`config.mk`:
```
export PLATFORM = sky130hd
export DESIGN_NAME = uart_tx_arbiter
export DESIGN_NICKNAME = d
export VERILOG_FILES = /design/src/rtl/uart_pkg.sv /design/src/rtl/rr_arbiter.sv /design/src/rtl/uart_tx_arbiter.sv
export SDC_FILE = /design/constraint.sdc
export NUM_CORES = 1
export LEC_CHECK = 0
export ABC_AREA = 1
export CORE_ASPECT_RATIO = 0.7
export CORE_MARGIN = 5
export CORE_UTILIZATION = 40
export CTS_BUF_LIST = sky130_fd_sc_hd__clkbuf_8
export DETAILED_ROUTE_END_ITERATION = 7
export GPL_TIMING_DRIVEN = 0
export PLACE_DENSITY = 0.68
export SETUP_SLACK_MARGIN = 0.1
export SKIP_CTS_REPAIR_TIMING = 1
export SLEW_MARGIN = 5
export SYNTH_ARGS = -nofsm -noshare
export SYNTH_HDL_FRONTEND = slang
export SYNTH_HIERARCHICAL = 1
export SYNTH_SLANG_ARGS = --single-unit
```
`constraint.sdc`:
```
create_clock -name clk -period 2.75 [get_ports clk]
set_input_delay 0.275 -clock clk [delete_from_list [all_inputs] [get_ports clk]]
set_output_delay 0.275 -clock clk [all_outputs]
set_load 0.01 [all_outputs]
```
`src/rtl/uart_pkg.sv`:
```
// ============================================================================
// Module  : uart_pkg
// Brief   : Shared types and helpers for the uart_tx arbiter slice.
// Revision: 1.0
// ============================================================================
`default_nettype none

package uart_pkg;

    localparam int DEFAULT_DATA_W = 8;

    typedef enum logic [2:0] {
        ST_IDLE      = 3'd0,
        ST_START     = 3'd1,
        ST_WAIT_BUSY = 3'd2,
        ST_WAIT_DONE = 3'd3,
        ST_GAP       = 3'd4
    } arb_state_t;

    // Index width for n requesters, never narrower than one bit.
    function automatic int GRANT_W(input int n);
        return (n <= 2) ? 1 : $clog2(n);
    endfunction

endpackage

`default_nettype wire

```
`src/rtl/rr_arbiter.sv`:
```
// ============================================================================
// Module  : rr_arbiter
// Brief   : Combinational round-robin pick; search starts just after ptr.
// Revision: 1.0
// ============================================================================
`default_nettype none

module rr_arbiter
    import uart_pkg::*;
#(
    parameter int NREQ = 4
) (
    input  logic [NREQ-1:0]          req,
    input  logic [GRANT_W(NREQ)-1:0] ptr,
    output logic [NREQ-1:0]          gnt,
    output logic [GRANT_W(NREQ)-1:0] idx
);

    localparam int GW = GRANT_W(NREQ);

    logic          found;
    logic [GW-1:0] cand;

    always_comb begin
        gnt   = '0;
        idx   = '0;
        found = 1'b0;
        cand  = '0;
        for (int off = 1; off <= NREQ; off++) begin
            cand = GW'((int'(ptr) + off) % NREQ);
            if (!found && req[cand]) begin
                found     = 1'b1;
                gnt[cand] = 1'b1;
                idx       = cand;
            end
        end
    end

endmodule

`default_nettype wire

```
`src/rtl/uart_tx_arbiter.sv`:
```
// ============================================================================
// Module  : uart_tx_arbiter
// Brief   : Round-robin scheduler sharing one uart_tx among NREQ requesters,
//           with inter-frame gap and start-acknowledge watchdog.
// Revision: 1.0
// ============================================================================
`default_nettype none

module uart_tx_arbiter
    import uart_pkg::*;
#(
    parameter int NREQ        = 4,
    parameter int DATA_W      = DEFAULT_DATA_W,
    parameter int GAP_CYCLES  = 2,
    parameter int ACK_TIMEOUT = 16
) (
    input  logic                     clk,
    input  logic                     rst,
    input  logic [NREQ-1:0]          req_valid,
    input  logic [NREQ*DATA_W-1:0]   req_data,
    output logic [NREQ-1:0]          req_ready,
    output logic                     tx_start,
    output logic [DATA_W-1:0]        tx_data,
    input  logic                     tx_busy,
    output logic [GRANT_W(NREQ)-1:0] grant_id,
    output logic                     arb_busy,
    output logic                     timeout_err,
    output logic [15:0]              frame_count
);

    localparam int GW    = GRANT_W(NREQ);
    localparam int WD_W  = $clog2(ACK_TIMEOUT + 1);
    localparam int GAP_W = (GAP_CYCLES > 1) ? $clog2(GAP_CYCLES) : 1;
    // Expiry is decided one cycle early so the registered pulse lands
    // exactly ACK_TIMEOUT cycles after START (requires ACK_TIMEOUT >= 2).
    localparam logic [WD_W-1:0] c_wd_last = WD_W'(ACK_TIMEOUT - 1);

    arb_state_t        state_q, state_d;
    logic [DATA_W-1:0] tx_data_q, tx_data_d;
    logic [GW-1:0]     grant_id_q, grant_id_d;
    logic [GW-1:0]     last_grant_q, last_grant_d;
    logic [WD_W-1:0]   wd_cnt_q, wd_cnt_d;
    logic [GAP_W-1:0]  gap_cnt_q, gap_cnt_d;
    logic [15:0]       frame_count_q, frame_count_d;
    logic              tx_start_q, tx_start_d;
    logic              arb_busy_q, arb_busy_d;
    logic              timeout_err_q, timeout_err_d;

    logic [NREQ-1:0]   w_gnt;
    logic [GW-1:0]     w_idx;
    logic              w_handshake;

    rr_arbiter #(
        .NREQ (NREQ)
    ) u_rr (
        .req (req_valid),
        .ptr (last_grant_q),
        .gnt (w_gnt),
        .idx (w_idx)
    );

    assign req_ready   = (state_q == ST_IDLE) ? w_gnt : '0;
    assign w_handshake = |(req_valid & req_ready);

    always_comb begin
        state_d       = state_q;
        tx_data_d     = tx_data_q;
        grant_id_d    = grant_id_q;
        last_grant_d  = last_grant_q;
        wd_cnt_d      = wd_cnt_q;
        gap_cnt_d     = gap_cnt_q;
        frame_count_d = frame_count_q;
        timeout_err_d = 1'b0;
        case (state_q)
            ST_IDLE: begin
                if (w_handshake) begin
                    tx_data_d    = req_data[w_idx*DATA_W +: DATA_W];
                    grant_id_d   = w_idx;
                    last_grant_d = w_idx;
                    state_d      = ST_START;
                end
            end
            ST_START: begin
                wd_cnt_d = '0;
                state_d  = ST_WAIT_BUSY;
            end
            ST_WAIT_BUSY: begin
                if (tx_busy) begin
                    state_d = ST_WAIT_DONE;
                end else begin
                    wd_cnt_d = wd_cnt_q + 1'b1;
                    if (wd_cnt_d == c_wd_last) begin
                        timeout_err_d = 1'b1;
                        state_d       = ST_IDLE;
                    end
                end
            end
            ST_WAIT_DONE: begin
                if (!tx_busy) begin
                    frame_count_d = frame_count_q + 16'd1;
                    gap_cnt_d     = '0;
                    state_d       = (GAP_CYCLES > 0) ? ST_GAP : ST_IDLE;
                end
            end
            ST_GAP: begin
                if (int'(gap_cnt_q) >= GAP_CYCLES - 1) begin
                    state_d = ST_IDLE;
                end else begin
                    gap_cnt_d = gap_cnt_q + 1'b1;
                end
            end
            default: state_d = ST_IDLE;
        endcase
        tx_start_d = (state_d == ST_START);
        arb_busy_d = (state_d != ST_IDLE);
    end

    always_ff @(posedge clk or negedge rst) begin
        if (!rst) begin
            state_q       <= ST_IDLE;
            tx_data_q     <= '0;
            grant_id_q    <= '0;
            last_grant_q  <= GW'(NREQ - 1);
            wd_cnt_q      <= '0;
            gap_cnt_q     <= '0;
            frame_count_q <= '0;
            tx_start_q    <= 1'b0;
            arb_busy_q    <= 1'b0;
            timeout_err_q <= 1'b0;
        end else begin
            state_q       <= state_d;
            tx_data_q     <= tx_data_d;
            grant_id_q    <= grant_id_d;
            last_grant_q  <= last_grant_d;
            wd_cnt_q      <= wd_cnt_d;
            gap_cnt_q     <= gap_cnt_d;
            frame_count_q <= frame_count_d;
            tx_start_q    <= tx_start_d;
            arb_busy_q    <= arb_busy_d;
            timeout_err_q <= timeout_err_d;
        end
    end

    assign tx_start    = tx_start_q;
    assign tx_data     = tx_data_q;
    assign grant_id    = grant_id_q;
    assign arb_busy    = arb_busy_q;
    assign timeout_err = timeout_err_q;
    assign frame_count = frame_count_q;

endmodule

`default_nettype wire

```
==> results_tabular.tex, run 1 <==
\begin{tabular}{lr}
\hline
Metric & Value \\
\hline
\multicolumn{2}{l}{\textbf{Routing}} \\
Drt first-iter violations & 166 \\
Average routed wire per standard cell & 12.60 µm \\
Vias per Instance & 4.849 \\
DRC violation count after routing & 0 \\
Remaining antenna violation count after routing & 0 \\
Initial DRT Pass Iterations & 4 \\
Via Count & 2827 \\
Total routed wirelength & 7.345 mm \\
\multicolumn{2}{l}{\textbf{Worst setup path}} \\
Critical Path Slowest Stage Cell & dfstp\_2 \\
Max Fanout on Critical Path & 5 \\
Arrival time of data at the critical path endpoint & 2.38 ns \\
CP max stage delay & 0.57 ns \\
Buffers plus inverters on the worst setup path & 7 \\
Worst setup path class & reg -> out \\
Cells traversed along the worst timing path & clkinvlp\_4 -> ha\_4 -> inv\_4 -> nand2\_4 -> nand2\_4 -> nor2\_4 -> buf\_6 -> buf\_6 -> buf\_6 -> a21oi\_2 -> nand3\_2 -> inv\_1 -> nor2\_1 -> buf\_2 \\
Critical register-to-register path startpoint & last\_grant\_q[1]\$\_DFFE\_PN1P\_ \\
Worst Setup SP & last\_grant\_q[1]\$\_DFFE\_PN1P\_ \\
Family with the most delay on the worst path & buffers and inverters \\
Most common cell on crit path & buf\_6 \\
Depth of the worst register-to-register path & 17 \\
End point of the critical path & req\_ready[3] \\
Data required time of the worst path & 2.48 ns \\
Stages on worst setup path & 14 \\
Startpoint type of the worst setup path & register \\
Internal reg-to-reg setup slack & 0.12 ns \\
Crit end category & output pin \\
Worst flop-to-flop path endpoint & tx\_data[6]\$\_DFFE\_PN0P\_ \\
\multicolumn{2}{l}{\textbf{Yosys}} \\
Sequential-to-total area share from yosys stat & 0.3744 \\
Number of distinct library cells after synthesis & 29 \\
Post-synthesis compound-gate area fraction & 0.09477 \\
Net count after synthesis & 432 \\
Netlist Area Pre-Place & 2680 µm² \\
Largest cells by area after synthesis & dfrtp\_1 (35\%), nand2\_1 (17\%), nor2\_1 (7.4\%), o21ai\_0 (6.2\%), ha\_1 (5.1\%) \\
Mean post-synth cell area & 7.016 µm² \\
Post-synth top area share & 0.3548 \\
Flip-flop cell with the highest count after synthesis & dfrtp\_1 \\
Post-synthesis share of cell area spent on xor and xnor gates & 0.03595 \\
Mux cell area share after synthesis & 0 \\
Adder-Cell Fraction of Synth Area & 0.05135 \\
Largest area contributor in the netlist & dfrtp\_1 \\
Main combinational cell family by area after synthesis & simple AND/OR/NAND/NOR gates \\
Number of enable flip-flop cells after synthesis & 0 \\
Post-synthesis async set-or-reset flop share & 1.000 \\
Post-Synthesis Cells & 382 \\
Ys Warns & 6 \\
Area fraction in and, or, nand and nor cells after synthesis & 0.3725 \\
Post-synthesis sequential element count & 40 \\
\multicolumn{2}{l}{\textbf{STA}} \\
Max\_slew headroom & 0.7471 \\
Share of the clock period used by the worst path after layout & 0.9660 \\
Total Neg Setup Slack & 0 ns \\
Number of endpoints with negative hold slack in the final report & 0 \\
Worst hold slack & 0.3560 ns \\
Transition time of the tightest slew-check pin & 0.3760 ns \\
Final slew viol count & 0 \\
Worst clock skew & 0.006320 ns \\
Clock period minus worst slack & 2.657 ns \\
Unrepaired setup endpoints after global routing & true \\
Final setup fails & 0 \\
Highest attainable clock frequency & 376.4 MHz \\
\multicolumn{2}{l}{\textbf{Clocking}} \\
CTS sink count & 40 \\
Buffer cell driving the clock tree root & clkbuf\_8 \\
Max Buffers Root-to-Sink & 2 \\
Maximum level of the CTS H-tree & 2 \\
TritonCTS buffer count & 5 \\
TritonCTS clock tree & done \\
Clock input transition at the sequential cells of the worst setup and hold paths & 0.08 ns \\
Clock Latency Late Sink & 0.29 ns \\
\multicolumn{2}{l}{\textbf{Outcome}} \\
Run status & completed \\
\multicolumn{2}{l}{\textbf{Layout}} \\
Number of nets in the layout & 538 \\
Fillcell total & 624 \\
Final core utilization & 0.6011 \\
Antenna diode instance count & 0 \\
Area used by sequential logic in the layout & 1003 µm² \\
Multi-input gate area & 1595 µm² \\
Synth-to-layout area growth & 48.74\% \\
Fraction of final layout cells sized beyond drive strength 1 & 0.2065 \\
\multicolumn{2}{l}{\textbf{Placed design}} \\
Half-perimeter wire length after placement & 5.304 mm \\
Routability congestion estimate from global placement & 0.8326 \\
Port Buffers & 71 \\
\multicolumn{2}{l}{\textbf{Hold path}} \\
Hold Crit Class & in -> async \\
\multicolumn{2}{l}{\textbf{Power}} \\
Power per cell area & 1175 nW/µm² \\
Leakage & 0.001888 µW \\
Design Power & 4683 µW \\
Worst voltage drop across the vdd grid & 0.6693 mV \\
\multicolumn{2}{l}{\textbf{GRT}} \\
Pin count of the biggest net entering global routing & 35 \\
GRT overflow & 0 \\
Number of global-route vias before repair & 2575 \\
Global router's overall resource usage & 0.1682 \\
First-pass GRT wire length & 11.67 mm \\
Number of antenna violations at the first check in global routing & 0 \\
\multicolumn{2}{l}{\textbf{Floorplanning}} \\
DIE HEIGHT & 78.49 µm \\
Die Wd & 107.8 µm \\
Core region area & 6631 µm² \\
Die Footprint & 8463 µm² \\
Starting density of the core & 0.4042 \\
Number of top-level pins & 72 \\
Standard-cell row count & 25 \\
\multicolumn{2}{l}{\textbf{Run}} \\
Max\_cap viols & 0 \\
\hline
\end{tabular}
==> worst reg2reg max path, cell delays in order (launching register included) <==
cell	delay [ns]
dfstp_2	0.57
clkinvlp_4	0.16
ha_4	0.33
nand3_4	0.10
nand2_4	0.10
nor2_4	0.06
buf_6	0.11
buf_6	0.10
buf_6	0.11
a21oi_4	0.11
nand3_2	0.12
nand4_1	0.12
nand2_2	0.07
nor2_4	0.15
inv_2	0.08
buf_6	0.14
nand2_2	0.05
nand2_1	0.05
==> synth_stat cells, types with 2 or more instances <==
library cell / number
a21boi_0: 4
nand3_2: 4
dfrtp_1: 38
buf_2: 4
nor2_1: 53
nand2_4: 3
nand3_1: 22
nand2_2: 6
nand2_1: 123
nor2_4: 2
o21ai_0: 33
ha_1: 11
nor3_1: 3
nand4_1: 8
clkbuf_1: 2
nor2_2: 3
xor2_1: 4
inv_1: 31
xnor2_1: 7
a21oi_1: 5
o22ai_1: 3
inv_2: 5
dfstp_2: 2
==> per-stage QoR <==
step	cell area, µm²	worst slack [ns]	cells
floorplan	2680	0.2753	382
CTS	3635	-0.3858	556
finish	3986	0.09337	583
detailed placement	3523	-0.1967	548
global placement	3508	-0.1346	547
global route	3986	-0.04080	583
==> per-layer routing <==
| layer | up-vias | GRT usage | part of all wire | wire length, µm |
|---|---|---|---|---|
| met5 | - | 0 | 0 | 0 |
| met4 | 0 | 0.04792 | 0.017 | 123 |
| met3 | 14 | 0.05341 | 0.074 | 547 |
| met2 | 101 | 0.2407 | 0.42 | 3061 |
| met1 | 1280 | 0.2416 | 0.49 | 3612 |
| li1 | 1432 | - | - | - |
==> placed cells by master, fill, tap and decap left out, types with 7 or more instances in the layout <==
cell type and instances:
buf_4 23, inv_1 27, dfrtp_1 38, nor2_1 52, nand2_2 19, o21ai_0 26
nand3_1 19, ha_1 10, nand4_1 8, buf_6 7, xnor2_1 7, nand2_1 108
clkdlybuf4s50_1 66
==> how the worst min path moves through the flow <==
stage	to	slack [ns]	cells past startpoint
floorplan	arb_busy$_DFF_PN0_	-0.02	0
global placement	tx_data[4]$_DFFE_PN0P_	0.47	2
detailed placement	wd_cnt_q[2]$_DFFE_PN0P_	0.13	1
CTS	wd_cnt_q[2]$_DFFE_PN0P_	-0.18	1
global route	wd_cnt_q[2]$_DFFE_PN0P_	0.37	2
finish	wd_cnt_q[2]$_DFFE_PN0P_	0.36	2
==> logic make-up after synthesis <==
| kind of cell | after synthesis |
|---|---|
| simple gates | 228 |
| compound gates | 47 |
| buf+inv | 45 |
| flops | 40 |
| xor+xnor | 11 |
| fa+ha+maj | 11 |
==> area by class of cell <==
class,count,share of cell area
multi-input cells,297,0.4002
flip-flops and latches,40,0.2517
well taps,94,0.02950
inverters,37,0.03923
clock inverters,3,0.01067
repair buffers,99,0.2360
plain buffers,8,0.01538
clock buffers,5,0.01726
==> power by group <==
part	internal (µW)	switching [µW]	leakage, µW
Combinational	1440	1790	0.00132
Clock	269	215	0.0000541
Sequential	791	179	0.000519
==> registers in the layout (all words and copies together), names as in the netlist <==
name / cells
wd_cnt_q: 5
tx_data: 8
frame_count: 16
state_q: 3
timeout_err: 1
gap_cnt_q: 1
grant_id: 2
last_grant_q: 2
tx_start: 1
arb_busy: 1
No activity file was read; power rests on OpenSTA's default activity.
==> run 2: changes to the inputs <==
--- a/config.mk
+++ b/config.mk
@@ -6,6 +6,7 @@
 export NUM_CORES = 1
 export LEC_CHECK = 0
 export ABC_AREA = 1
+export ABC_CLOCK_PERIOD_IN_PS = 2750
 export CORE_ASPECT_RATIO = 0.7
 export CORE_MARGIN = 5
 export CORE_UTILIZATION = 40
@@ -20,3 +21,4 @@
 export SYNTH_HDL_FRONTEND = slang
 export SYNTH_HIERARCHICAL = 1
 export SYNTH_SLANG_ARGS = --single-unit
+export TNS_END_PERCENT = 50
==> run 2 against run 1 <==
Sequential cell count did not move. Fmax fell by 0.33%. Clock skew rose by 0.00060 ns. Final cell count fell by 0.17%. Design area fell by 1.2%. Non-clock buffer count fell by 1. Power fell by 3.1%. Largest power group unchanged. Sequential power barely moved. Worst setup slack got worse by 0.0087 ns.
==> results_tabular.tex, run 2 (synthesis results as in run 1) <==
\begin{tabular}{lr}
\hline
Metric & Value \\
\hline
\multicolumn{2}{l}{\textbf{Outcome}} \\
Run status & completed \\
\multicolumn{2}{l}{\textbf{Floorplanning}} \\
Die Wd & 107.8 µm (unchanged) \\
DIE HEIGHT & 78.49 µm (unchanged) \\
Standard-cell row count & 25 (unchanged) \\
Starting density of the core & 0.4042 (unchanged) \\
Core region area & 6631 µm² (unchanged) \\
Die Footprint & 8463 µm² (unchanged) \\
Number of top-level pins & 72 (unchanged) \\
\multicolumn{2}{l}{\textbf{Run}} \\
Max\_cap viols & 0 (unchanged) \\
\multicolumn{2}{l}{\textbf{Layout}} \\
Max reg flops & 16 (unchanged) \\
Fraction of final layout cells sized beyond drive strength 1 & 0.1844 (-0.02212) \\
Synth-to-layout area growth & 47.01\% \\
Final core utilization & 0.5942 (-0.006981) \\
Commonest cells after routing, fill and taps aside & nand2\_1 (117), clkdlybuf4s50\_1 (66), nor2\_1 (53), dfrtp\_1 (38) \\
Commonest non-fill, non-tap cell in the layout & nand2\_1 \\
Number of nets in the layout & 537 (-0.19\%) \\
Antenna diode instance count & 0 (unchanged) \\
\multicolumn{2}{l}{\textbf{Clocking}} \\
TritonCTS clock tree & done \\
CTS sink count & 40 (unchanged) \\
Clock Latency Late Sink & 0.29 ns (about the same) \\
Max Buffers Root-to-Sink & 2 (unchanged) \\
TritonCTS buffer count & 5 (unchanged) \\
Clock input transition at the sequential cells of the worst setup and hold paths & 0.08 ns (about the same) \\
Maximum level of the CTS H-tree & 2 (unchanged) \\
Buffer cell driving the clock tree root & clkbuf\_8 \\
\multicolumn{2}{l}{\textbf{STA}} \\
Transition time of the tightest slew-check pin & 0.3728 ns (-0.003222 ns) \\
Worst hold slack & 0.3592 ns (+0.003198 ns) \\
Share of the clock period used by the worst path after layout & 0.9692 (+0.003175) \\
Clock period minus worst slack & 2.665 ns (+0.008730 ns) \\
Number of endpoints with negative hold slack in the final report & 0 (unchanged) \\
Final slew viol count & 0 (unchanged) \\
Total Neg Setup Slack & 0 ns (unchanged) \\
Unrepaired setup endpoints after global routing & true \\
Highest attainable clock frequency & 375.2 MHz (-0.33\%) \\
Worst clock skew & 0.006922 ns (+0.0006018 ns) \\
Max\_slew headroom & 0.7493 (+0.002168) \\
Final setup fails & 0 (unchanged) \\
\multicolumn{2}{l}{\textbf{GRT}} \\
Number of global-route vias before repair & 2575 (unchanged) \\
GRT overflow & 0 (unchanged) \\
Global router's overall resource usage & 0.1682 (unchanged) \\
Pin count of the biggest net entering global routing & 35 (unchanged) \\
First-pass GRT wire length & 11.67 mm (unchanged) \\
Number of antenna violations at the first check in global routing & 0 (unchanged) \\
\multicolumn{2}{l}{\textbf{Worst setup path}} \\
Crit end category & output pin \\
Arrival time of data at the critical path endpoint & 2.39 ns (about the same) \\
Worst setup path class & reg -> out \\
Startpoint type of the worst setup path & register \\
Max Fanout on Critical Path & 5 (unchanged) \\
Depth of the worst register-to-register path & 17 (unchanged) \\
Critical register-to-register path startpoint & last\_grant\_q[1]\$\_DFFE\_PN1P\_ \\
Worst Setup SP & last\_grant\_q[1]\$\_DFFE\_PN1P\_ \\
Data required time of the worst path & 2.48 ns (about the same) \\
\multicolumn{2}{l}{\textbf{Routing}} \\
DRC violation count after routing & 0 (unchanged) \\
Vias per Instance & 4.802 (-0.96\%) \\
Average routed wire per standard cell & 12.45 µm (-1.2\%) \\
Via Count & 2795 (-1.1\%) \\
Remaining antenna violation count after routing & 0 (unchanged) \\
Drt first-iter violations & 159 (-4.2\%) \\
Initial DRT Pass Iterations & 5 (+1) \\
Total routed wirelength & 7.244 mm (-1.4\%) \\
\multicolumn{2}{l}{\textbf{Power}} \\
Worst voltage drop across the vdd grid & 0.6526 mV (-2.5\%) \\
Leakage & 0.001865 µW (-1.2\%) \\
Design Power & 4538 µW (-3.1\%) \\
Power per cell area & 1152 nW/µm² (-2.0\%) \\
\multicolumn{2}{l}{\textbf{Hold path}} \\
Hold Crit Class & in -> async \\
\multicolumn{2}{l}{\textbf{Placed design}} \\
Half-perimeter wire length after placement & 5.304 mm (unchanged) \\
Routability congestion estimate from global placement & 0.8326 (unchanged) \\
Port Buffers & 71 (unchanged) \\
\hline
\end{tabular}
run 2: through the flow:
step | setup slack, ns | area [µm²] | cells
finish | 0.08464 | 3940 | 582
global route | -0.04051 | 3940 | 582
CTS | -0.3858 | 3635 | 556
detailed placement | -0.1967 | 3523 | 548
global placement | -0.1346 | 3508 | 547
floorplan | 0.2753 | 2680 | 382
run 2: final cells by class:
cell class,count,area [µm²]
clock buffer,5,68.82
timing repair buffer,98,933.4
sequential,40,1003
tap,94,117.6
buffer,8,57.56
inverter,37,156.4
fill,625,2691
multi-input combinational,297,1560
clock inverter,3,42.54
run 2: path summary, 6_finish.rpt:
path | end | slack, ns
worst min register to register | tx_data[4]$_DFFE_PN0P_ | 0.48
worst max-delay path | req_ready[3] | 0.08
worst min-delay path | wd_cnt_q[2]$_DFFE_PN0P_ | 0.36
min in group clk | tx_data[4]$_DFFE_PN0P_ | 0.48
worst max register to register | grant_id[1]$_DFFE_PN0P_ | 0.13
max in group asynchronous | last_grant_q[0]$_DFFE_PN1P_ | 1.90
run 2: routing by layer:
metal | global-route usage | up-vias | share of wire
met5 | 0 | - | 0
met4 | 0.04792 | 0 | 0.018
met3 | 0.05341 | 17 | 0.067
met2 | 0.2407 | 90 | 0.41
met1 | 0.2416 | 1257 | 0.50
li1 | - | 1431 | -
run 2: power by group:
group          total, µW  switching, µW  internal (µW)
combinational       3090           1700           1390
sequential           968            177            791
clock                481            213            269
run 2: critical path, cell delays in order (launching register included):
cell and delay (ns):
dfstp_2 0.57, clkinvlp_4 0.16, ha_4 0.33, inv_4 0.04
nand2_4 0.08, nand2_4 0.07, nor2_4 0.15, buf_6 0.11
buf_6 0.08, buf_6 0.09, a21oi_2 0.05, nand3_2 0.10
inv_1 0.04, nor2_1 0.08, buf_2 0.14
